`src/rtl/serial_add_sequencer.sv`:
```
// rtl/serial_add_sequencer.sv - bit-serial LSB-first add sequencer over two half-adder cells and a carry flop
// Optional subtract path enabled by defining SERIAL_ADD_SEQ_SUB_EN.
module serial_add_sequencer #(
    parameter int WIDTH = 8
) (
    input  logic             clk,
    input  logic             reset_n,
`ifdef SERIAL_ADD_SEQ_SUB_EN
    input  logic             in_sub,
`endif
    input  logic             in_valid,
    output logic             in_ready,
    input  logic [WIDTH-1:0] in_a,
    input  logic [WIDTH-1:0] in_b,
    input  logic             in_cin,
    output logic             out_valid,
    input  logic             out_ready,
    output logic [WIDTH-1:0] out_sum,
    output logic             out_cout,
    output logic             busy
);

    localparam int CW = (WIDTH > 1) ? $clog2(WIDTH) : 1;
    localparam logic [CW-1:0] CNT_LAST = CW'(WIDTH - 1);

    typedef enum logic [1:0] {
        S_INIT,
        S_IDLE,
        S_RUN,
        S_DONE
    } state_t;

    state_t           state_q, state_d;
    logic [WIDTH-1:0] a_sh_q, a_sh_d;
    logic [WIDTH-1:0] b_sh_q, b_sh_d;
    logic [WIDTH-2:0] sum_sh_q, sum_sh_d;
    logic             carry_q, carry_d;
    logic [CW-1:0]    cnt_q, cnt_d;
    logic             in_ready_q, in_ready_d;
    logic             out_valid_q, out_valid_d;
    logic [WIDTH-1:0] out_sum_q, out_sum_d;
    logic             out_cout_q, out_cout_d;
    logic             busy_q, busy_d;

    logic             ha0_s, ha0_c, ha1_s, ha1_c;
    logic [WIDTH-1:0] sum_cat;
    logic [WIDTH-1:0] b_load;
    logic             c_load;

    always_comb begin
        ha0_s = a_sh_q[0] ^ b_sh_q[0];
        ha0_c = a_sh_q[0] & b_sh_q[0];
        ha1_s = ha0_s ^ carry_q;
        ha1_c = ha0_s & carry_q;
        // The last sum bit goes straight into out_sum, so the shifter keeps only WIDTH-1 bits.
        sum_cat = {ha1_s, sum_sh_q};
`ifdef SERIAL_ADD_SEQ_SUB_EN
        b_load = in_sub ? ~in_b : in_b;
        c_load = in_sub | in_cin;
`else
        b_load = in_b;
        c_load = in_cin;
`endif
    end

    always_comb begin
        state_d    = state_q;
        a_sh_d     = a_sh_q;
        b_sh_d     = b_sh_q;
        sum_sh_d   = sum_sh_q;
        carry_d    = carry_q;
        cnt_d      = cnt_q;
        out_sum_d  = out_sum_q;
        out_cout_d = out_cout_q;
        case (state_q)
            S_INIT: state_d = S_IDLE;
            S_IDLE: begin
                if (in_valid && in_ready_q) begin
                    a_sh_d  = in_a;
                    b_sh_d  = b_load;
                    carry_d = c_load;
                    cnt_d   = '0;
                    state_d = S_RUN;
                end
            end
            S_RUN: begin
                a_sh_d   = a_sh_q >> 1;
                b_sh_d   = b_sh_q >> 1;
                sum_sh_d = sum_cat[WIDTH-1:1];
                carry_d  = ha0_c | ha1_c;
                cnt_d    = cnt_q + CW'(1);
                if (cnt_q == CNT_LAST) begin
                    out_sum_d  = sum_cat;
                    out_cout_d = ha0_c | ha1_c;
                    cnt_d      = '0;
                    state_d    = S_DONE;
                end
            end
            S_DONE: begin
                if (out_ready) begin
                    state_d = S_IDLE;
                end
            end
            default: state_d = S_INIT;
        endcase
        in_ready_d  = (state_d == S_IDLE);
        out_valid_d = (state_d == S_DONE);
        busy_d      = (state_d == S_RUN) || (state_d == S_DONE);
    end

    always_ff @(posedge clk or negedge reset_n) begin
        if (!reset_n) begin
            state_q     <= S_INIT;
            a_sh_q      <= '0;
            b_sh_q      <= '0;
            sum_sh_q    <= '0;
            carry_q     <= 1'b0;
            cnt_q       <= '0;
            in_ready_q  <= 1'b0;
            out_valid_q <= 1'b0;
            out_sum_q   <= '0;
            out_cout_q  <= 1'b0;
            busy_q      <= 1'b0;
        end else begin
            state_q     <= state_d;
            a_sh_q      <= a_sh_d;
            b_sh_q      <= b_sh_d;
            sum_sh_q    <= sum_sh_d;
            carry_q     <= carry_d;
            cnt_q       <= cnt_d;
            in_ready_q  <= in_ready_d;
            out_valid_q <= out_valid_d;
            out_sum_q   <= out_sum_d;
            out_cout_q  <= out_cout_d;
            busy_q      <= busy_d;
        end
    end

    assign in_ready  = in_ready_q;
    assign out_valid = out_valid_q;
    assign out_sum   = out_sum_q;
    assign out_cout  = out_cout_q;
    assign busy      = busy_q;

endmodule

```
`config.mk`:
```
export PLATFORM = sky130hd
export DESIGN_NAME = serial_add_sequencer
export DESIGN_NICKNAME = d
export VERILOG_FILES = /design/src/rtl/serial_add_sequencer.sv
export SDC_FILE = /design/constraint.sdc
export NUM_CORES = 1
export LEC_CHECK = 0
export BUFFER_PORTS_ARGS = -buffer_cell sky130_fd_sc_hd__clkbuf_2
export CAP_MARGIN = 20
export CORE_MARGIN = 4
export CORE_UTILIZATION = 35
export CTS_CLUSTER_DIAMETER = 200
export DETAILED_ROUTE_END_ITERATION = 16
export SLEW_MARGIN = 40
export SYNTH_ARGS = -nofsm -noshare
export SYNTH_HDL_FRONTEND = slang
export SYNTH_SLANG_ARGS = --single-unit
```
`constraint.sdc`:
```
create_clock -name clk -period 1.5 [get_ports clk]
set_input_delay 0.075 -clock clk [delete_from_list [all_inputs] [get_ports clk]]
set_output_delay 0.075 -clock clk [all_outputs]
set_load 0.03 [all_outputs]
```
# Yosys cells after proc, flatten, opt, wreduce, memory -nomap -nowiden
# Index checks and enable logic that the tools add are counted.
[totals]
latch_bits = 0
n_memories = 0
ram_bits = 0
out_inout_bits = 12
elab_cells = 44
register_bits = 41
mem_bits_ro = 0
[op_classes]
order_cmp = 0
bitwise_logic = 5
n_addsub = 1
div_mod_pow = 0
reduce_logical = 6
shifts = 0
n_mux = 13
multipliers = 0
eq_ne = 8
[ops]
columns = ["operator", "n"]
rows = [
  ["$pmux W8 S2", 2],
  ["$mux W8", 2],
  ["$eq A2 B2 Y1 const B", 4],
  ["$pmux W2 S4", 1],
  ["$mux W2", 3],
  ["$mux W3", 2],
  ["$pmux W3 S2", 1],
  ["$eq A2 B1 Y1 const B", 2],
  ["$reduce_and A2 Y1", 2],
  ["$add A3 B1 Y3 const B", 1],
  ["$eq A3 B3 Y1 const B", 1],
  ["$and A1 B1 Y1", 2],
  ["$logic_not A2 Y1", 1],
  ["$ne A2 B2 Y1 const B", 1],
  ["$pmux W1 S2", 1],
  ["$reduce_bool A2 Y1", 1],
  ["$xor A1 B1 Y1", 2],
  ["$logic_and A1 B1 Y1", 1],
  ["$logic_or A1 B1 Y1", 1],
  ["$mux W1", 1],
  ["$or A1 B1 Y1", 1],
]

# Depth between registers and ports, before layout
# Gate-level depths: netlist (run 1).
[logic_depth]
depth_word = 5
ltp_mapped = 7
depth_no_buf = 4

# Least setup slack after synthesis (run 1)
# OpenSTA, ideal clock, no wires.
[synth_path]
path_kind = "register to register"
from = "register, netlist name busy"
to = "register out_cout_q, in the netlist out_cout"
period_less_slack_ps = 1558
path_slack_ps = -58
arrival_time_ps = 1433
stages_incl_launch_ff = 6
cell_sequence = "dfrtp_1 > buf_6 > nor2b_1 > buf_4 > nand2_2 > mux2_2"
[synth_rtl]
columns = ["element", "line_no", "rtl"]
rows = [
  ["end signal, assigned", "134", "out_cout_q <= out_cout_d;"],
  ["end, declared", "42", "logic out_cout_q, out_cout_d;"],
]

# Worst setup path in the final report (run 1)
[layout_path]
from = "register cnt_q[0]"
to = "register out_sum_q[1], in the netlist out_sum[1]"
[layout_via]
elab_chain_len = 2
[layout_rtl]
columns = ["element", "line_no", "rtl"]
rows = [
  ["start, declared", "38", "logic [CW-1:0] cnt_q, cnt_d;"],
  ["start signal, assigned", "130", "cnt_q <= cnt_d;"],
  ["$eq A3 B3 Y1", "92", "if (cnt_q == CNT_LAST) begin"],
  ["$reduce_and A2 Y1 (no source line)", "--", ""],
  ["end signal, assigned", "133", "out_sum_q <= out_sum_d;"],
  ["end, declared", "41", "logic [WIDTH-1:0] out_sum_q, out_sum_d;"],
]
# Every way passes these cells.
# A chain may end at the register's enable or synchronous reset.

==> key figures, run 1 <==
Critical path
  – Worst reg2reg endpoint: out_sum[1]$_DFFE_PN0P_
  – Worst Path Required: 1.67 ns
  – End of the critical path: out_sum[1]$_DFFE_PN0P_
  – Worst Setup Start Kind: flip-flop
  – R2R Setup Slk: about 0.099 ns
  – Crit path launch: cnt_q[0]$_DFFE_PN0P_
  – Worst Setup End Kind: flip-flop
  – Worst R2R Path Depth: 4
  – Setup CP Type: reg2reg
  – Arrival @ worst endpoint: 1.57 ns
  – Critical register-to-register path startpoint: cnt_q[0]$_DFFE_PN0P_
  – Crit-path max FO: 5

Synthesis
  – Post-Syn Nets: 181
  – Yosys warnings: 0
  – Post-synth top area cell: dfrtp_1
  – #FFs+latches synth: 40
  – Mapped cell area: 0.00174 mm²
  – Syn avg cell area: 11.1 µm²
  – Post-synth top cells: dfrtp_1, nand2_1, inv_1
  – Most common cell in the netlist: dfrtp_1
  – Ranking of synthesized cells by area: dfrtp_1, nand2_1, mux2_2
  – Synth top area share: 57.7%
  – EDFF count, synth: 0
  – Async S/R FF share, synth: 100%
  – Sequential area share after synthesis: 57.7%
  – Post-synth cell types: 26
  – Gate count of the mapped netlist: 157
  – Top FF cell, synth: dfrtp_1

Drt
  – Routed len/inst: roughly 12 µm
  – Residual DRC: 0
  – DR pass1 iterations: 4
  – Vias per inst: around 4.5
  – Final WL: 3.22 mm
  – Initial DRC Count: 64
  – Antenna Nets Post-Route: 0
  – Via total after detailed routing: 1191

Placement
  – # port buffers: 32
  – Dpl cells: 253
  – Post-DP HPWL: 2.26 mm
  – Routability cong.: 0.701

Pwr
  – PD cells: 1720 mW/mm²
  – Design Power: 3.60 mW
  – Max VDD drop: 864 µV
  – Leak pwr: 1.12 nW

Status
  – Outcome: completed

Clock network
  – Sink Count: 40
  – CTS Buf Count: 5
  – H-tree levels: 2
  – CTS tree: yes
  – Clk slew on worst S/H paths: 0.07 ns
  – Later-pin clock latency in the skew report: about 0.29 ns
  – Postcts setup bufs: 0
  – Clock Path Buffers: 2
  – Clock root cell: clkbuf_8

Floorplanning
  – Die Ht: about 78 µm
  – Core box area: 0.00475 mm²
  – Starting Density: 36.5%
  – Ports: 33
  – Die width: 78.4 µm
  – Die Area: 0.00615 mm²
  – Core Rows: 25

STA
  – TNS Setup: 0 ns
  – Slew headroom: ~70%
  – FMAX: between 700 and 800 MHz
  – Worst Skew: 0.00603 ns
  – Fin. Hold Viols: 0
  – Final Max Slew Viols: 0
  – Final setup viols: 0
  – Worst slew pin tran: 0.476 ns
  – Period utilization: 93.4%
  – RSZ-0062 raised after global routing: false
  – Final min period: 1.40 ns

Global route
  – GRT overflow: 0
  – Initial antenna violation count: 0
  – First-pass GRT wire length: 5.55 mm
  – Largest net degree at the start of global routing: 24
  – Vias in the first global route: 1188
  – GRT Total Usage: 11.8%

Layout
  – P&R area growth vs syn: 20.8%
  – # diodes: 0
  – NumNets Final: 220
  – Post-Layout Cell Count: 264
  – Share of post-route cells with drive strength above 1: between 30% and 40%

Run
  – Max Cap Viol: 0

Min path
  – Worst Hold Class: in2reg
-- per-stage QoR --
| step | util, % | area [µm²] | setup WS (ns) | hold WS [ns] |
|---|---|---|---|---|
| final | 44.1 | 2100 | 0.0992 | 0.0556 |
| after global routing | 44.1 | 2100 | 0.0422 | 0.0477 |
| after floorplan | - | 1740 | 0.0226 | -0.221 |
| after global placement | 41.5 | 1970 | 0.0762 | 0.0520 |
| after CTS | 43.8 | 2080 | 0.0346 | 0.0436 |
| after detailed placement | 41.5 | 1970 | 0.0453 | 0.0507 |
-- worst min path at each step --
stage	from	endpoint	slack [ns]	cells after the start
2_1_floorplan	reset_n	a_sh_q[0]$_DFFE_PN0P_	-0.22	0
3_3_place_gp	reset_n	a_sh_q[7]$_DFFE_PN0P_	0.05	1
3_5_place_dp	reset_n	a_sh_q[7]$_DFFE_PN0P_	0.05	1
4_1_cts	in_b[3]	b_sh_q[3]$_DFFE_PN0P_	0.04	3
5_1_grt	in_b[4]	b_sh_q[4]$_DFFE_PN0P_	0.05	3
6_report	in_b[3]	b_sh_q[3]$_DFFE_PN0P_	0.06	3
-- state kept, by name, summed over array words and instances, names as in the netlist, 3 cells and up --
| name | flops |
|---|---|
| cnt_q | 3 |
| out_sum | 8 |
| sum_sh_q | 7 |
| a_sh_q | 8 |
| b_sh_q | 8 |
-- critical path: stages, from the launching register on --
cell	delay, ns
dfrtp_1	0.40
ha_1	0.21
ha_2	0.21
nand2_2	0.13
mux2_2	0.34
-- logic make-up (layout without fill, tap and decap cells) --
| kind of cell | Yosys count | after routing | synth area share [%] |
|---|---|---|---|
| buffers and inverters | 26 | 65 | 7.79 |
| DFF | 40 | 40 | 57.7 |
| adders and majority gates | 3 | 3 | 2.60 |
| and+or+nand+nor | 40 | 41 | 10.9 |
| AOI/OAI and AO/OA | 38 | 38 | 14.6 |
| muxes | 10 | 10 | 6.42 |
-- routing by layer --
metal	vias to the layer above	GRT usage (%)	wire length, µm
met3	4	4.59	185
met4	0	5.77	40
met1	556	15.7	1530
met2	23	16.9	1470
met5	-	0	0
li1	608	-	-
-- cells in the final DEF, fill, tap and decap left out --
| cell | synthesis | layout |
|---|---|---|
| mux2i_1 | 1 | 1 |
| inv_1 | 17 | 17 |
| clkbuf_8 | 0 | 6 |
| buf_4 | 1 | 5 |
| nand3_1 | 4 | 4 |
| nand2_4 | 0 | 1 |
| ha_2 | 0 | 1 |
| nor2b_2 | 0 | 1 |
| a31oi_1 | 1 | 1 |
| nand2b_1 | 1 | 1 |
| o21ai_0 | 3 | 3 |
| dfrtp_2 | 0 | 1 |
| dlygate4sd3_1 | 0 | 2 |
| a21oi_2 | 9 | 9 |
| nor3_1 | 1 | 1 |
| mux2_2 | 9 | 9 |
| o22ai_1 | 15 | 15 |
| nand2_2 | 1 | 1 |
| buf_12 | 0 | 1 |
| nand4b_4 | 1 | 1 |
| dfrtp_1 | 40 | 39 |
| nor2_1 | 1 | 1 |
| a22o_1 | 2 | 2 |
| fa_1 | 1 | 1 |
| a21o_1 | 1 | 1 |
| and2_4 | 1 | 1 |
| clkbuf_2 | 0 | 32 |
| ha_1 | 2 | 1 |
| clkinv_2 | 0 | 2 |
| a21oi_1 | 7 | 7 |
| nand2_1 | 29 | 29 |
-- where the power goes --
group          leakage, nW  switching [mW]  internal (mW)  total [mW]
combinational        0.576           0.676          0.504        1.18
clock               0.0510           0.353          0.367       0.719
sequential           0.495           0.260           1.45        1.71
-- what timing repair did --
item / 4_1_cts / 5_1_grt
endpoints found under the hold margin: 18 / 0
setup endpoints to repair: 0 / 7
gates resized for setup: 0 / 2
hold buffers: 2 / 0
-- final cells by class --
cell class | instances | area [µm²]
clock inverter | 2 | 10.0
multi-input combinational | 92 | 616
fill | 471 | 2660
timing repair buffer | 40 | 238
tap | 67 | 83.8
sequential | 40 | 1000
inverter | 17 | 63.8
clock buffer | 6 | 82.6
Power figures use the tool's default switching activity.
==> run 2, diff against run 1 <==
--- a/config.mk
+++ b/config.mk
@@ -5,12 +5,15 @@
 export SDC_FILE = /design/constraint.sdc
 export NUM_CORES = 1
 export LEC_CHECK = 0
+export ABC_AREA = 1
 export BUFFER_PORTS_ARGS = -buffer_cell sky130_fd_sc_hd__clkbuf_2
 export CAP_MARGIN = 20
 export CORE_MARGIN = 4
-export CORE_UTILIZATION = 35
+export CORE_UTILIZATION = 54
 export CTS_CLUSTER_DIAMETER = 200
 export DETAILED_ROUTE_END_ITERATION = 16
+export GPL_TIMING_DRIVEN = 0
+export PLACE_DENSITY = 0.78
 export SLEW_MARGIN = 40
 export SYNTH_ARGS = -nofsm -noshare
 export SYNTH_HDL_FRONTEND = slang
==> run 2 against run 1 <==
  * Critical path depth is 2 higher
  * Fmax down 0.18%
  * Cell count up 17%
  * Count of clock-buffer cells in the layout grew 1
  * Utilization increased by 25 points
  * Global-route usage increased by 6.3 points
  * Sequential share of layout area down 2.1 points
  * Die area down 28%
  * Sequential power about the same
  * Worst setup slack got worse by 0.0026 ns
  * Synthesized cell count up 41%
  * Critical path type unchanged
  * Largest cell class unchanged
  * Highest routed layer unchanged
==> key figures, run 2 <==
Clock network
  – CTS Buf Count: 5 (unchanged)
  – CTS tree: yes (unchanged)
  – Clock Path Buffers: 2 (unchanged)
  – Later-pin clock latency in the skew report: 0.35 ns (was 0.29 ns)
  – Clk slew on worst S/H paths: 0.11 ns (was 0.07 ns)
  – H-tree levels: 2 (unchanged)
  – Clock root cell: clkbuf_4 (was clkbuf_8)
  – Sink Count: 40 (unchanged)
  – Postcts setup bufs: 0 (unchanged)

Synthesis
  – Sequential area share after synthesis: 54.4% (was 57.7%)
  – Most common cell in the netlist: nand2_1 (was dfrtp_1)
  – #FFs+latches synth: 40 (unchanged)
  – Ranking of synthesized cells by area: dfrtp_1, nand2_1, nand3_1 (was dfrtp_1, nand2_1, mux2_2)
  – Yosys warnings: 0 (unchanged)
  – Top FF cell, synth: dfrtp_1 (unchanged)
  – Post-synth top area cell: dfrtp_1 (unchanged)
  – Post-synth cell types: 18 (was 26)
  – Synth top area share: 54.4% (was 57.7%)
  – Async S/R FF share, synth: 100% (unchanged)
  – EDFF count, synth: 0 (unchanged)
  – Mapped cell area: 0.00184 mm² (was 0.00174 mm²)
  – Post-synth top cells: nand2_1, dfrtp_1, nand3_1 (was dfrtp_1, nand2_1, inv_1)
  – Gate count of the mapped netlist: 221 (was 157)
  – Post-Syn Nets: 245 (was 181)
  – Syn avg cell area: 8.33 µm² (was 11.1 µm²)

Critical path
  – Worst Path Required: 1.79 ns (was 1.67 ns)
  – R2R Setup Slk: 0.1 ns (about the same)
  – Worst Setup End Kind: flip-flop (unchanged)
  – Setup CP Type: reg2reg (unchanged)
  – Arrival @ worst endpoint: 1.69 ns (was 1.57 ns)
  – Worst Setup Start Kind: flip-flop (unchanged)
  – Crit-path max FO: 10 (was 5)

Drt
  – DR pass1 iterations: 4 (unchanged)
  – Final WL: 3.54 mm (was 3.22 mm)
  – Met3 wire length: 185 µm (unchanged)
  – Uppermost layer routed: met4 (unchanged)
  – Vias per inst: 4.84 (was 4.51)
  – Antenna Nets Post-Route: 0 (unchanged)
  – Met1 WL: 1.75 mm (was 1.53 mm)
  – Via total after detailed routing: 1492 (was 1191)
  – Residual DRC: 0 (unchanged)
  – Initial DRC Count: 105 (was 64)
  – Met2 WL: 1.56 mm (was 1.47 mm)
  – Routed len/inst: 11.5 µm (was 12.2 µm)

STA
  – Period utilization: 93.6% (was 93.4%)
  – Final Max Slew Viols: 0 (unchanged)
  – FMAX: 713 MHz (was 714 MHz)
  – Worst Skew: 0.00854 ns (was 0.00603 ns)
  – Slew headroom: 64.7% (was 68.2%)
  – Worst slew pin tran: 0.530 ns (was 0.476 ns)
  – Fin. Hold Viols: 0 (unchanged)
  – Final min period: 1.40 ns (about the same)
  – RSZ-0062 raised after global routing: false (unchanged)
  – Final setup viols: 0 (unchanged)
  – TNS Setup: 0 ns (unchanged)

Global route
  – GRT Total Usage: 18.1% (was 11.8%)
  – GRT overflow: 0 (unchanged)
  – Initial antenna violation count: 0 (unchanged)
  – Largest net degree at the start of global routing: 41 (was 24)
  – Vias in the first global route: 1414 (was 1188)
  – First-pass GRT wire length: 6.09 mm (was 5.55 mm)

Layout
  – Post-Layout Cell Count: 308 (was 264)
  – Highest-count cells in the layout ignoring fill and taps: nand2_1, dfrtp_1, clkbuf_2 (was dfrtp_1, clkbuf_2, nand2_1)
  – NumNets Final: 287 (was 220)
  – Commonest non-fill, non-tap cell in the layout: nand2_1 (was dfrtp_1)
  – Share of post-route cells with drive strength above 1: 23.9% (was 36.0%)
  – P&R area growth vs syn: 18.9% (was 20.8%)
  – # diodes: 0 (unchanged)
  – Fill cells: 260 (was 471)

Floorplanning
  – Ports: 33 (unchanged)
  – Die width: 66.4 µm (was 78.4 µm)
  – Starting Density: 58.4% (was 36.5%)
  – Die Area: 0.00441 mm² (was 0.00615 mm²)
  – Core Rows: 20 (was 25)
  – Die Ht: 66.4 µm (was 78.4 µm)
  – Core box area: 0.00315 mm² (was 0.00475 mm²)

Placement
  – # port buffers: 32 (unchanged)
  – Routability cong.: 0.741 (was 0.701)
  – Post-DP HPWL: 2.50 mm (was 2.26 mm)
  – Dpl cells: 297 (was 253)

Pwr
  – Max VDD drop: 1260 µV (was 864 µV)
  – Leak pwr: 1.25 nW (was 1.12 nW)
  – PD cells: 1880 mW/mm² (was 1720 mW/mm²)

Run
  – Max Cap Viol: 0 (unchanged)

Status
  – Outcome: completed (unchanged)

Min path
  – Worst Hold Class: in2reg (unchanged)
## run 2: power breakdown
part           leakage (nW)  internal (mW)  switching [mW]
combinational         0.677          0.564            1.04
sequential            0.517           1.48           0.247
clock                0.0515          0.443           0.344
total                  1.25           2.48            1.63
## run 2: worst max-delay path, stage by stage (launching register included)
cell     delay (ns)
dfrtp_1        0.42
ha_1           0.21
ha_1           0.27
nand2_4        0.15
buf_6          0.17
nand2_1        0.07
o21ai_2        0.05
## run 2: final cells by class
type	count	area [µm²]	area share, %
Buffer	11	71.3	3.26
Clock buffer	7	65.1	2.97
Clock inverter	1	30.0	1.37
Inverter	13	48.8	2.23
Multi-Input combinational cell	157	724	33.1
Sequential cell	40	1000	45.7
Tap cell	44	55.1	2.52
Timing Repair Buffer	35	193	8.81
## run 2: worst paths after layout
| path | startpoint | to | cells past startpoint |
|---|---|---|---|
| worst max-delay path | cnt_q[0]$_DFFE_PN0P_ | out_sum[7]$_DFFE_PN0P_ | 6 |
| worst min-delay path | in_b[1] | b_sh_q[1]$_DFFE_PN0P_ | 5 |
| worst max register to register | cnt_q[0]$_DFFE_PN0P_ | out_sum[7]$_DFFE_PN0P_ | 6 |
| worst min register to register | sum_sh_q[1]$_DFFE_PN0P_ | sum_sh_q[1]$_DFFE_PN0P_ | 2 |
| max in group asynchronous | reset_n | a_sh_q[5]$_DFFE_PN0P_ | 2 |
| min in group asynchronous | reset_n | out_sum[4]$_DFFE_PN0P_ | 2 |
## run 2: metrics by stage
stage | hold slack [ns] | area [µm²] | total power, mW | worst slack (ns) | util [%]
after global placement | 0.266 | 2060 | 3.29 | 0.0956 | 65.2
final | 0.0129 | 2190 | 4.11 | 0.0967 | 69.4
after floorplan | -0.221 | 1840 | 2.93 | 0.183 | -
after global routing | 0.0249 | 2190 | 4.45 | 0.00580 | 69.4
after detailed placement | 0.113 | 2060 | 3.34 | 0.0861 | 65.3
after CTS | 0.00515 | 2180 | 4.13 | 0.0624 | 69.2
## run 2: what timing repair did
action,4_1_cts,5_1_grt
gates resized for setup,0,1
hold buffers,3,0
endpoints found under the setup margin,0,2
hold endpoints to repair,42,0
## run 2: logic make-up after synthesis
logic type | after synthesis | synth area share (%)
AO/OA/AOI/OAI | 16 | 5.78
adder cells (fa/ha/maj) | 3 | 2.45
buffers and inverters | 24 | 6.53
flip-flops | 40 | 54.4
AND/OR/NAND/NOR | 138 | 30.9
## run 2: routing by layer
layer / up-vias / global-route usage (%)
met1: 679 / 24.8
li1: 776 / -
met3: 5 / 5.27
met4: 0 / 6.35
met5: - / 0
met2: 32 / 27.3
==> run 3, diff against run 2 <==
--- a/config.mk
+++ b/config.mk
@@ -8,12 +8,14 @@
 export ABC_AREA = 1
 export BUFFER_PORTS_ARGS = -buffer_cell sky130_fd_sc_hd__clkbuf_2
 export CAP_MARGIN = 20
+export CELL_PAD_IN_SITES_DETAIL_PLACEMENT = 1
+export CELL_PAD_IN_SITES_GLOBAL_PLACEMENT = 1
 export CORE_MARGIN = 4
-export CORE_UTILIZATION = 54
+export CORE_UTILIZATION = 40
 export CTS_CLUSTER_DIAMETER = 200
 export DETAILED_ROUTE_END_ITERATION = 16
 export GPL_TIMING_DRIVEN = 0
-export PLACE_DENSITY = 0.78
+export PLACE_DENSITY_LB_ADDON = 0.1
 export SLEW_MARGIN = 40
 export SYNTH_ARGS = -nofsm -noshare
 export SYNTH_HDL_FRONTEND = slang
==> run 3 against run 2 <==
  * Sequential share of layout area up 0.53 points
  * Non-clock buffer count down 2
  * Register-to-register slack improved by 0.05 ns
  * Highest routed layer unchanged
  * Utilization is 20 points lower
  * First-iteration DRC count fell by 30%
  * Clock skew fell by 0.0061 ns
  * Global-route usage decreased by 1.6 points
  * Critical path depth stayed put
  * Sequential cell count did not move
  * Sequential power hardly changed
==> key figures, run 3 (synthesis results as in run 2) <==
Layout
  – # diodes: 0 (unchanged)
  – NumNets Final: 285 (was 287)
  – Highest-count cells in the layout ignoring fill and taps: nand2_1, dfrtp_1, clkbuf_2 (unchanged)
  – Fill cells: 564 (was 260)
  – Commonest non-fill, non-tap cell in the layout: nand2_1 (unchanged)
  – Share of post-route cells with drive strength above 1: 23.8% (was 23.9%)
  – P&R area growth vs syn: 17.5% (was 18.9%)
  – Post-layout util: 49.0% (was 69.4%)

Floorplanning
  – Ports: 33 (unchanged)
  – Core box area: 0.00441 mm² (was 0.00315 mm²)
  – Starting Density: 41.7% (was 58.4%)
  – Die width: 75.8 µm (was 66.4 µm)
  – Die Ht: 75.8 µm (was 66.4 µm)
  – Core Rows: 24 (was 20)
  – Die Area: 0.00575 mm² (was 0.00441 mm²)

STA
  – Slew headroom: 62.2% (was 64.7%)
  – Final setup viols: 0 (unchanged)
  – Period utilization: 90.1% (was 93.6%)
  – Fin. Hold Viols: 0 (unchanged)
  – RSZ-0062 raised after global routing: false (unchanged)
  – Final Max Slew Viols: 0 (unchanged)
  – Final min period: 1.35 ns (was 1.40 ns)
  – Setup ws final: 0.149 ns (was 0.0967 ns)
  – TNS Setup: 0 ns (unchanged)
  – Worst slew pin tran: 0.567 ns (was 0.530 ns)
  – FMAX: 740 MHz (was 713 MHz)
  – Worst Skew: 0.00249 ns (was 0.00854 ns)

Critical path
  – Worst Setup End Kind: flip-flop (unchanged)
  – Worst Setup Start Kind: flip-flop (unchanged)
  – Setup CP Type: reg2reg (unchanged)
  – Worst Path Required: 1.73 ns (was 1.79 ns)
  – Critical register-to-register path startpoint: cnt_q[0]$_DFFE_PN0P_ (unchanged)
  – Worst R2R Path Depth: 6 (unchanged)
  – Arrival @ worst endpoint: 1.58 ns (was 1.69 ns)
  – Worst reg2reg endpoint: out_sum[7]$_DFFE_PN0P_ (unchanged)
  – Crit-path max FO: 10 (unchanged)
  – R2R Setup Slk: 0.15 ns (was 0.1 ns)

Global route
  – Vias in the first global route: 1542 (was 1414)
  – Initial antenna violation count: 0 (unchanged)
  – GRT Total Usage: 16.5% (was 18.1%)
  – GRT overflow: 0 (unchanged)
  – Largest net degree at the start of global routing: 41 (unchanged)
  – First-pass GRT wire length: 7.11 mm (was 6.09 mm)

Clock network
  – Clock root cell: clkbuf_8 (was clkbuf_4)
  – CTS tree: yes (unchanged)
  – Later-pin clock latency in the skew report: 0.29 ns (was 0.35 ns)
  – Sink Count: 40 (unchanged)
  – H-tree levels: 2 (unchanged)
  – Postcts setup bufs: 0 (unchanged)
  – CTS Buf Count: 5 (unchanged)
  – Clock Path Buffers: 2 (unchanged)
  – Clk slew on worst S/H paths: 0.07 ns (was 0.11 ns)

Pwr
  – Max VDD drop: 1030 µV (was 1260 µV)
  – Leak pwr: 1.22 nW (was 1.25 nW)
  – PD cells: 1860 mW/mm² (was 1880 mW/mm²)

Status
  – Outcome: completed (unchanged)

Drt
  – Routed len/inst: 13.2 µm (was 11.5 µm)
  – DR pass1 iterations: 4 (unchanged)
  – Vias per inst: 4.86 (was 4.84)
  – Via total after detailed routing: 1520 (was 1492)
  – Final WL: 4.12 mm (was 3.54 mm)
  – Residual DRC: 0 (unchanged)
  – Antenna Nets Post-Route: 0 (unchanged)
  – Initial DRC Count: 73 (was 105)

Placement
  – # port buffers: 32 (unchanged)
  – Post-DP HPWL: 2.91 mm (was 2.50 mm)
  – Routability cong.: 0.713 (was 0.741)
  – Post-Place Setup Slack: 0.0410 ns (was 0.0861 ns)

Run
  – Max Cap Viol: 0 (unchanged)

Min path
  – Worst Hold Class: in2reg (unchanged)
  – Worst Hold Path EP: a_sh_q[7]$_DFFE_PN0P_ (was b_sh_q[1]$_DFFE_PN0P_)
  – Worst Hold Path Cells: 3 (was 5)
  – Hold_sp: in_a[7] (was in_b[1])
==> run 3: cell count changes in the layout (fill, tap and decap cells not counted), sizes merged <==
| cell | delta |
|---|---|
| clkinv | +1 |
| dlygate4sd3 | -2 |
| bufinv | -1 |
| clkbuf | -1 |
==> run 3: layout make-up <==
type / count / area (µm²) / area share (%)
Sequential cell: 40 / 1000 / 46.3
Timing Repair Buffer: 33 / 173 / 7.98
Clock buffer: 6 / 72.6 / 3.35
Clock inverter: 1 / 5.00 / 0.231
Inverter: 13 / 48.8 / 2.26
Multi-Input combinational cell: 157 / 727 / 33.6
Buffer: 11 / 71.3 / 3.30
Tap cell: 52 / 65.1 / 3.01
==> run 3: report_power, final <==
| part | total (mW) | switching, mW | internal, mW |
|---|---|---|---|
| logic | 1.63 | 1.06 | 0.567 |
| clock network | 0.671 | 0.354 | 0.316 |
| registers | 1.73 | 0.251 | 1.48 |
| total | 4.03 | 1.67 | 2.36 |
==> run 3: worst max-delay path, stage by stage, from the launching register on <==
cell and delay (ns):
dfrtp_1 0.42, ha_1 0.22, ha_2 0.23, nand2_4 0.12, buf_6 0.17, nand2_1 0.07
o21ai_2 0.05
==> run 3: per-layer routing <==
metal  global-route usage (%)  up-vias  routed length [µm]
met3                     3.17        8                 156
met1                     22.5      718                2050
met4                     7.57        0                  92
met2                     25.3       26                1820
li1                         -      768                   -
met5                        0        -                   0
==> run 3: metrics by stage <==
step           area (µm²)  cells  power, mW  hold WS [ns]
2_1_floorplan        1840    221       2.93        -0.221
6_report             2160    313       4.03        0.0104
3_3_place_gp         2070    305       3.36         0.302
5_1_grt              2160    313       4.46        0.0262
4_1_cts              2160    313       4.10       0.00692
3_5_place_dp         2070    305       3.40         0.134
==> run 3: timing repair <==
item / in CTS / in global routing
endpoints found under the hold margin: 40 / 0
gates resized for setup: 0 / 3
endpoints found under the setup margin: 0 / 10
hold buffers: 1 / 0
==> run 3: worst max path at each step <==
stage / startpoint / endpoint / cells after the start
after floorplan: busy$_DFF_PN0_ / out_sum[7]$_DFFE_PN0P_ / 6
after global placement: cnt_q[0]$_DFFE_PN0P_ / out_sum[7]$_DFFE_PN0P_ / 6
final: cnt_q[0]$_DFFE_PN0P_ / out_sum[7]$_DFFE_PN0P_ / 6
after CTS: cnt_q[0]$_DFFE_PN0P_ / out_sum[7]$_DFFE_PN0P_ / 6
after global routing: busy$_DFF_PN0_ / a_sh_q[0]$_DFFE_PN0P_ / 6
after detailed placement: cnt_q[0]$_DFFE_PN0P_ / out_sum[7]$_DFFE_PN0P_ / 6
